`src/rtl/pc_fetch_unit_if.sv`:
```
// Instruction-memory request/response bundle between the fetch unit (master)
// and the instruction memory (slave).
interface pc_fetch_unit_if #(
    parameter int unsigned XLEN = 32
);
    logic            imem_req_valid;
    logic            imem_req_ready;
    logic [XLEN-1:0] imem_addr;
    logic            imem_rsp_valid;
    logic [31:0]     imem_rsp_data;

    modport master (
        output imem_req_valid,
        output imem_addr,
        input  imem_req_ready,
        input  imem_rsp_valid,
        input  imem_rsp_data
    );

    modport slave (
        input  imem_req_valid,
        input  imem_addr,
        output imem_req_ready,
        output imem_rsp_valid,
        output imem_rsp_data
    );
endinterface

```
`src/rtl/pc_fetch_unit.sv`:
```
// PC register and fetch sequencer: one instruction per FETCH/WAIT/EXEC window,
// next-PC select and sticky misaligned-target trap.
module pc_fetch_unit #(
    parameter int unsigned    XLEN     = 32,
    parameter logic [XLEN-1:0] RESET_PC = '0
) (
    input  logic            clk,
    input  logic            reset,
    input  logic [1:0]      PCSrc,
    input  logic [XLEN-1:0] PCTarget,
    input  logic [XLEN-1:0] ALUResult,
    input  logic            StallF,
    pc_fetch_unit_if.master imem,
    output logic [31:0]     InstrF,
    output logic            InstrValidF,
    output logic [XLEN-1:0] PCF,
    output logic [XLEN-1:0] PCPlus4F,
    output logic            misalign_trap,
    output logic [XLEN-1:0] trap_pc
);

    typedef enum logic [1:0] {
        S_FETCH = 2'd0,
        S_WAIT  = 2'd1,
        S_EXEC  = 2'd2,
        S_TRAP  = 2'd3
    } state_t;

    state_t          state;
    logic            trap_q;
    logic [XLEN-1:0] next_pc;

    assign PCPlus4F = PCF + XLEN'(4);

    // JALR (bit1) wins over bit0; its target has bit0 forced low before the alignment check.
    always_comb begin
        next_pc = PCPlus4F;
        if (PCSrc[1])
            next_pc = ALUResult & ~XLEN'(1);
        else if (PCSrc[0])
            next_pc = PCTarget;
    end

    always_ff @(posedge clk) begin
        if (reset) begin
            state   <= S_FETCH;
            PCF     <= RESET_PC;
            InstrF  <= '0;
            trap_q  <= 1'b0;
            trap_pc <= '0;
        end else begin
            unique case (state)
                S_FETCH: begin
                    if (imem.imem_req_ready)
                        state <= S_WAIT;
                end
                S_WAIT: begin
                    if (imem.imem_rsp_valid) begin
                        InstrF <= imem.imem_rsp_data;
                        state  <= S_EXEC;
                    end
                end
                S_EXEC: begin
                    if (!StallF) begin
                        if (next_pc[1:0] == 2'b00) begin
                            PCF   <= next_pc;
                            state <= S_FETCH;
                        end else begin
                            trap_q  <= 1'b1;
                            trap_pc <= next_pc;
                            state   <= S_TRAP;
                        end
                    end
                end
                S_TRAP: begin
                    state <= S_TRAP;
                end
                default: state <= S_FETCH;
            endcase
        end
    end

    // Gated by reset so these read 0 for the whole time reset is held, not only after its first edge.
    assign imem.imem_req_valid = (state == S_FETCH) && !reset;
    assign imem.imem_addr      = PCF;
    assign InstrValidF         = (state == S_EXEC) && !reset;
    assign misalign_trap       = trap_q && !reset;

endmodule
```
`src/flat_wrapper.sv`:
```
// flat-port wrapper written by rule: the top's interface ports become plain ports
module pc_fetch_unit_flat 
#(
    parameter int unsigned    XLEN     = 32,
    parameter logic [XLEN-1:0] RESET_PC = '0
)
  (clk, reset, PCSrc, PCTarget, ALUResult, StallF, InstrF, InstrValidF, PCF, PCPlus4F, misalign_trap, trap_pc, imem_imem_req_valid, imem_imem_addr, imem_imem_req_ready, imem_imem_rsp_valid, imem_imem_rsp_data);
  pc_fetch_unit_if #(.XLEN(XLEN)) imem_i ();
  input  logic clk;
  input  logic reset;
  input  logic [1:0] PCSrc;
  input  logic [XLEN-1:0] PCTarget;
  input  logic [XLEN-1:0] ALUResult;
  input  logic StallF;
  output logic [31:0] InstrF;
  output logic InstrValidF;
  output logic [XLEN-1:0] PCF;
  output logic [XLEN-1:0] PCPlus4F;
  output logic misalign_trap;
  output logic [XLEN-1:0] trap_pc;
  output wire logic [$bits(imem_i.imem_req_valid)-1:0] imem_imem_req_valid;
  output wire logic [$bits(imem_i.imem_addr)-1:0] imem_imem_addr;
  input wire logic [$bits(imem_i.imem_req_ready)-1:0] imem_imem_req_ready;
  input wire logic [$bits(imem_i.imem_rsp_valid)-1:0] imem_imem_rsp_valid;
  input wire logic [$bits(imem_i.imem_rsp_data)-1:0] imem_imem_rsp_data;
  assign imem_imem_req_valid = imem_i.imem_req_valid;
  assign imem_imem_addr = imem_i.imem_addr;
  assign imem_i.imem_req_ready = imem_imem_req_ready;
  assign imem_i.imem_rsp_valid = imem_imem_rsp_valid;
  assign imem_i.imem_rsp_data = imem_imem_rsp_data;
  pc_fetch_unit #(.XLEN(XLEN), .RESET_PC(RESET_PC)) u_core (.clk(clk), .reset(reset), .PCSrc(PCSrc), .PCTarget(PCTarget), .ALUResult(ALUResult), .StallF(StallF), .imem(imem_i), .InstrF(InstrF), .InstrValidF(InstrValidF), .PCF(PCF), .PCPlus4F(PCPlus4F), .misalign_trap(misalign_trap), .trap_pc(trap_pc));
endmodule
```
`config.mk`:
```
export PLATFORM = sky130hd
export DESIGN_NAME = pc_fetch_unit_flat
export DESIGN_NICKNAME = d
export VERILOG_FILES = /design/src/rtl/pc_fetch_unit_if.sv /design/src/rtl/pc_fetch_unit.sv /design/src/flat_wrapper.sv
export SDC_FILE = /design/constraint.sdc
export NUM_CORES = 1
export LEC_CHECK = 0
export CAP_MARGIN = 40
export CORE_MARGIN = 2
export CORE_UTILIZATION = 40
export CTS_CLUSTER_DIAMETER = 80
export DETAILED_ROUTE_END_ITERATION = 16
export PLACE_DENSITY = 0.82
export RECOVER_POWER = 50
export SYNTH_ARGS = -nofsm -noshare
export SYNTH_HDL_FRONTEND = slang
export SYNTH_SLANG_ARGS = --single-unit
```
`constraint.sdc`:
```
create_clock -name clk -period 2.7 [get_ports clk]
set_clock_uncertainty 0.05 [all_clocks]
set_input_delay 0.27 -clock clk [delete_from_list [all_inputs] [get_ports clk]]
set_output_delay 0.27 -clock clk [all_outputs]
set_load 0.02 [all_outputs]
```
==> results_dict.tcl <==
set metrics [dict create \
    syn_area_mm2 0.004966 \
    antenna_cells 0 \
    setup_viol 0 \
    dr_total_vias 5447 \
    cellPowerDensity_mw_per_mm2 435.0 \
    p_total_mw 3.483 \
    critPathTopFamily "simple AND/OR/NAND/NOR gates" \
    ys_warn_count 0 \
    synth_top_family_by_area "simple AND/OR/NAND/NOR gates" \
    io_buffer_count 264 \
    overflow 0 \
    period_share 0.9753 \
    synth_compound_area_frac 0.1917 \
    drc 0 \
    reg2reg_depth 7 \
    htreeDepth 3 \
    cp.required_ns 2.38 \
    synthMuxAreaShare 0.03729 \
    viasPerCell 5.335 \
    postLayoutCellArea_mm2 0.008008 \
    cts_tree "yes" \
    ys_seq_area_frac 0.3991 \
    hold_class "input port to flip-flop" \
    track_usage 0.2635 \
    ys_types 49 \
    post_drt_wl_per_cell_um 17.56 \
    start_util 0.4117 \
    clockRootBuffer "clkbuf_16" \
    synthAdderAreaFrac 0.002520 \
    ant_nets 0 \
    clock_latency_ns 0.35 \
    synth-simple-area-share 0.2263 \
    whs_ns 0.1954 \
    slowest_stage "or4_4" \
    cp_max_fo 8 \
    fmax_ghz 0.3797 \
    io_pins 266 \
    dr.pass1.iters 5 \
    finalCriticalPeriod_ns 2.633 \
    drt_wl_total_mm 17.93 \
    ys_ff_latch 99 \
    maxCapViolations 1 \
    drive_gt1_frac 0.09730 \
    timing.final.ws_setup_ns 0.06662 \
    rsz0062_at_grt "yes" \
    holdPathStages 2 \
    worst_pin_slew_ns 1.675 \
    cts_made_buffers 9 \
    synth-xor-area-share 0.04409 \
    relSlewSlack -0.1167 \
    hpwl_mm 13.40 \
    hold_viol 0 \
    synth_flop_cell "dfxtp_1" \
    clk_pin_slew_ns 0.07 \
    cp_cell_sequence "ha_1, and3_2, nand4_4, or4_4, nand2_1, dlygate4sd2_1" \
    syn_inst 614 \
    avgSynthCellArea_um2 8.088 \
    endpoint_kind "output pin" \
    cp.depth 6 \
    die_h_um 115.4 \
    violations "capacitance limit, slew limit" \
    num_rows 40 \
    die_width_um 115.4 \
    core_area_mm2 0.01206 \
    die-area_mm2 0.01332 \
    dpl_cell_area_mm2 0.007671 \
    antenna_found_initial 0 \
    async_reset_ff_frac 0 \
    slowest_delay_ns 0.53 \
    vdd.ir_drop.worst_uv 417.3 \
    drt_iter0_markers 358 \
    crit_arrival_ns 2.31 \
    syn-num-nets 718 \
    cts_buffer_depth 2 \
    grt_max_degree 57 \
    p_leak_nw 3.285 \
    crit_buf_inv 1 \
    slew_viol_final 33 \
    place_ws_ns 0.09187 \
    place.gp.congestion 0.9064 \
    grt_first_pass_wirelength_mm 27.35 \
    synth_edf_count 0 \
    area_growth_syn_to_layout_pct 61.25 \
    worstSetupPathType "flip-flop to output pin" \
    grt_pass1_vias 5429 \
    status "finished, violations left" \
    nNetsFinal 952 \
    startpoint_type "flip-flop" \
    cts.sinks 99 \
    fillers 981 \
]
==> area by class of cell <==
| cell class | instances | area, µm² | area share |
|---|---|---|---|
| Multi-Input combinational cell | 429 | 2556 | 0.3192 |
| Clock buffer | 11 | 242.7 | 0.03031 |
| Tap cell | 168 | 210.2 | 0.02625 |
| Sequential cell | 99 | 1983 | 0.2477 |
| Clock inverter | 5 | 52.55 | 0.006563 |
| Inverter | 9 | 33.78 | 0.004219 |
| Timing Repair Buffer | 300 | 2929 | 0.3658 |
==> registers in the layout, summed over array words and instances (netlist names) <==
| register | flops |
|---|---|
| u_core.trap_q | 1 |
| u_core.PCF | 32 |
| u_core.trap_pc | 32 |
| u_core.state | 2 |
| u_core.InstrF | 32 |
==> worst register-to-register path: cells and delay by family, from the launching register on <==
family / cells / cell delay, ns
adder cells (fa/ha/maj): 1 / 0.22
flip-flops: 1 / 0.34
AND/OR/NAND/NOR: 3 / 0.98
AO/OA/AOI/OAI: 3 / 0.67
==> routing by layer <==
layer,share of wire,up-vias,global-route usage
li1,-,2585,-
met1,0.39,2547,0.2956
met2,0.48,272,0.4522
met3,0.089,43,0.07479
met4,0.034,0,0.1422
met5,0,-,0
==> cell usage after synthesis, types with 2 or more instances <==
cell type / count / area share
a211oi_1: 30 / 0.045
nor3_1: 15 / 0.015
o211ai_1: 2 / 0.0030
a21o_1: 2 / 0.0030
nand4_1: 11 / 0.014
nor2_1: 72 / 0.054
xnor2_1: 17 / 0.030
a21oi_1: 42 / 0.042
nand3_1: 11 / 0.011
mux2i_1: 14 / 0.028
a31o_2: 2 / 0.0035
nand2b_1: 3 / 0.0038
buf_1: 2 / 0.0015
a22oi_1: 6 / 0.0091
nor4_1: 2 / 0.0025
o21bai_1: 3 / 0.0045
buf_2: 7 / 0.0071
and4_1: 3 / 0.0053
and2_1: 3 / 0.0038
o21ai_0: 13 / 0.013
nand2_1: 100 / 0.076
o21a_1: 11 / 0.017
xor2_1: 8 / 0.014
and3_1: 5 / 0.0063
a221oi_1: 2 / 0.0035
a222oi_1: 2 / 0.0040
buf_4: 40 / 0.060
inv_1: 9 / 0.0068
mux2_2: 4 / 0.0091
a311oi_1: 18 / 0.032
or3_1: 2 / 0.0025
clkbuf_1: 26 / 0.020
dfxtp_1: 99 / 0.40
o22ai_1: 5 / 0.0063
or2_2: 3 / 0.0038
nor3b_1: 7 / 0.011
==> through the flow <==
stage               instances    util  TNS (ns)
CTS                      1020  0.6611         0
global route             1021  0.6639  -0.04755
floorplan                 614       -         0
detailed placement       1004  0.6360         0
finish                   1021  0.6639         0
global placement         1004  0.6360         0
==> logic make-up (layout without fill, tap and decap cells) <==
family,after synthesis,in the layout
AND/OR/NAND/NOR,244,244
AO/OA/AOI/OAI,141,141
flip-flops,99,99
buffers and inverters,86,325
XOR/XNOR,25,25
multiplexers,18,18
adder cells (fa/ha/maj),1,1
==> power by group <==
group          switching (mW)  total, mW  internal, mW
Sequential             0.0335       1.54          1.51
Clock                   0.565       1.30         0.740
Combinational           0.325      0.640         0.315
==> placed cells by master (no fill, tap or decap), drive strengths merged, types with 4 or more instances in the layout <==
cell type      netlist  layout
a211oi              31      31
a21oi               42      42
a22oi                6       6
a311oi              18      18
and3                 5       5
and4                 4       4
buf                 49      38
clkbuf              27      12
clkdlybuf4s50        0     152
dfxtp               99      99
dlygate4sd2          0      13
dlygate4sd3          1      93
inv                  9       9
mux2                 4       4
mux2i               14      14
nand2              100     100
nand3               11      11
nand4               12      12
nor2                72      72
nor3                15      15
nor3b                7       7
o21a                11      11
o21ai               13      13
o22ai                5       5
xnor2               17      17
xor2                 8       8
==> timing repair <==
action | 4_1_cts | 5_1_grt
setup buffers | 0 | 1
pin swaps | 0 | 2
hold buffers | 0 | 0
endpoints found under the setup margin | 14 | 11
gates resized for setup | 18 | 14
==> worst paths after layout <==
path               startpoint                  to  slack [ns]
max             u_core.PCF[2]        PCPlus4F[20]        0.07
min                     reset   u_core.InstrF[26]        0.20
max reg2reg     u_core.PCF[2]  u_core.trap_pc[20]        0.35
min reg2reg  u_core.InstrF[3]    u_core.InstrF[3]        0.40
No activity file was read; power rests on OpenSTA's default activity.
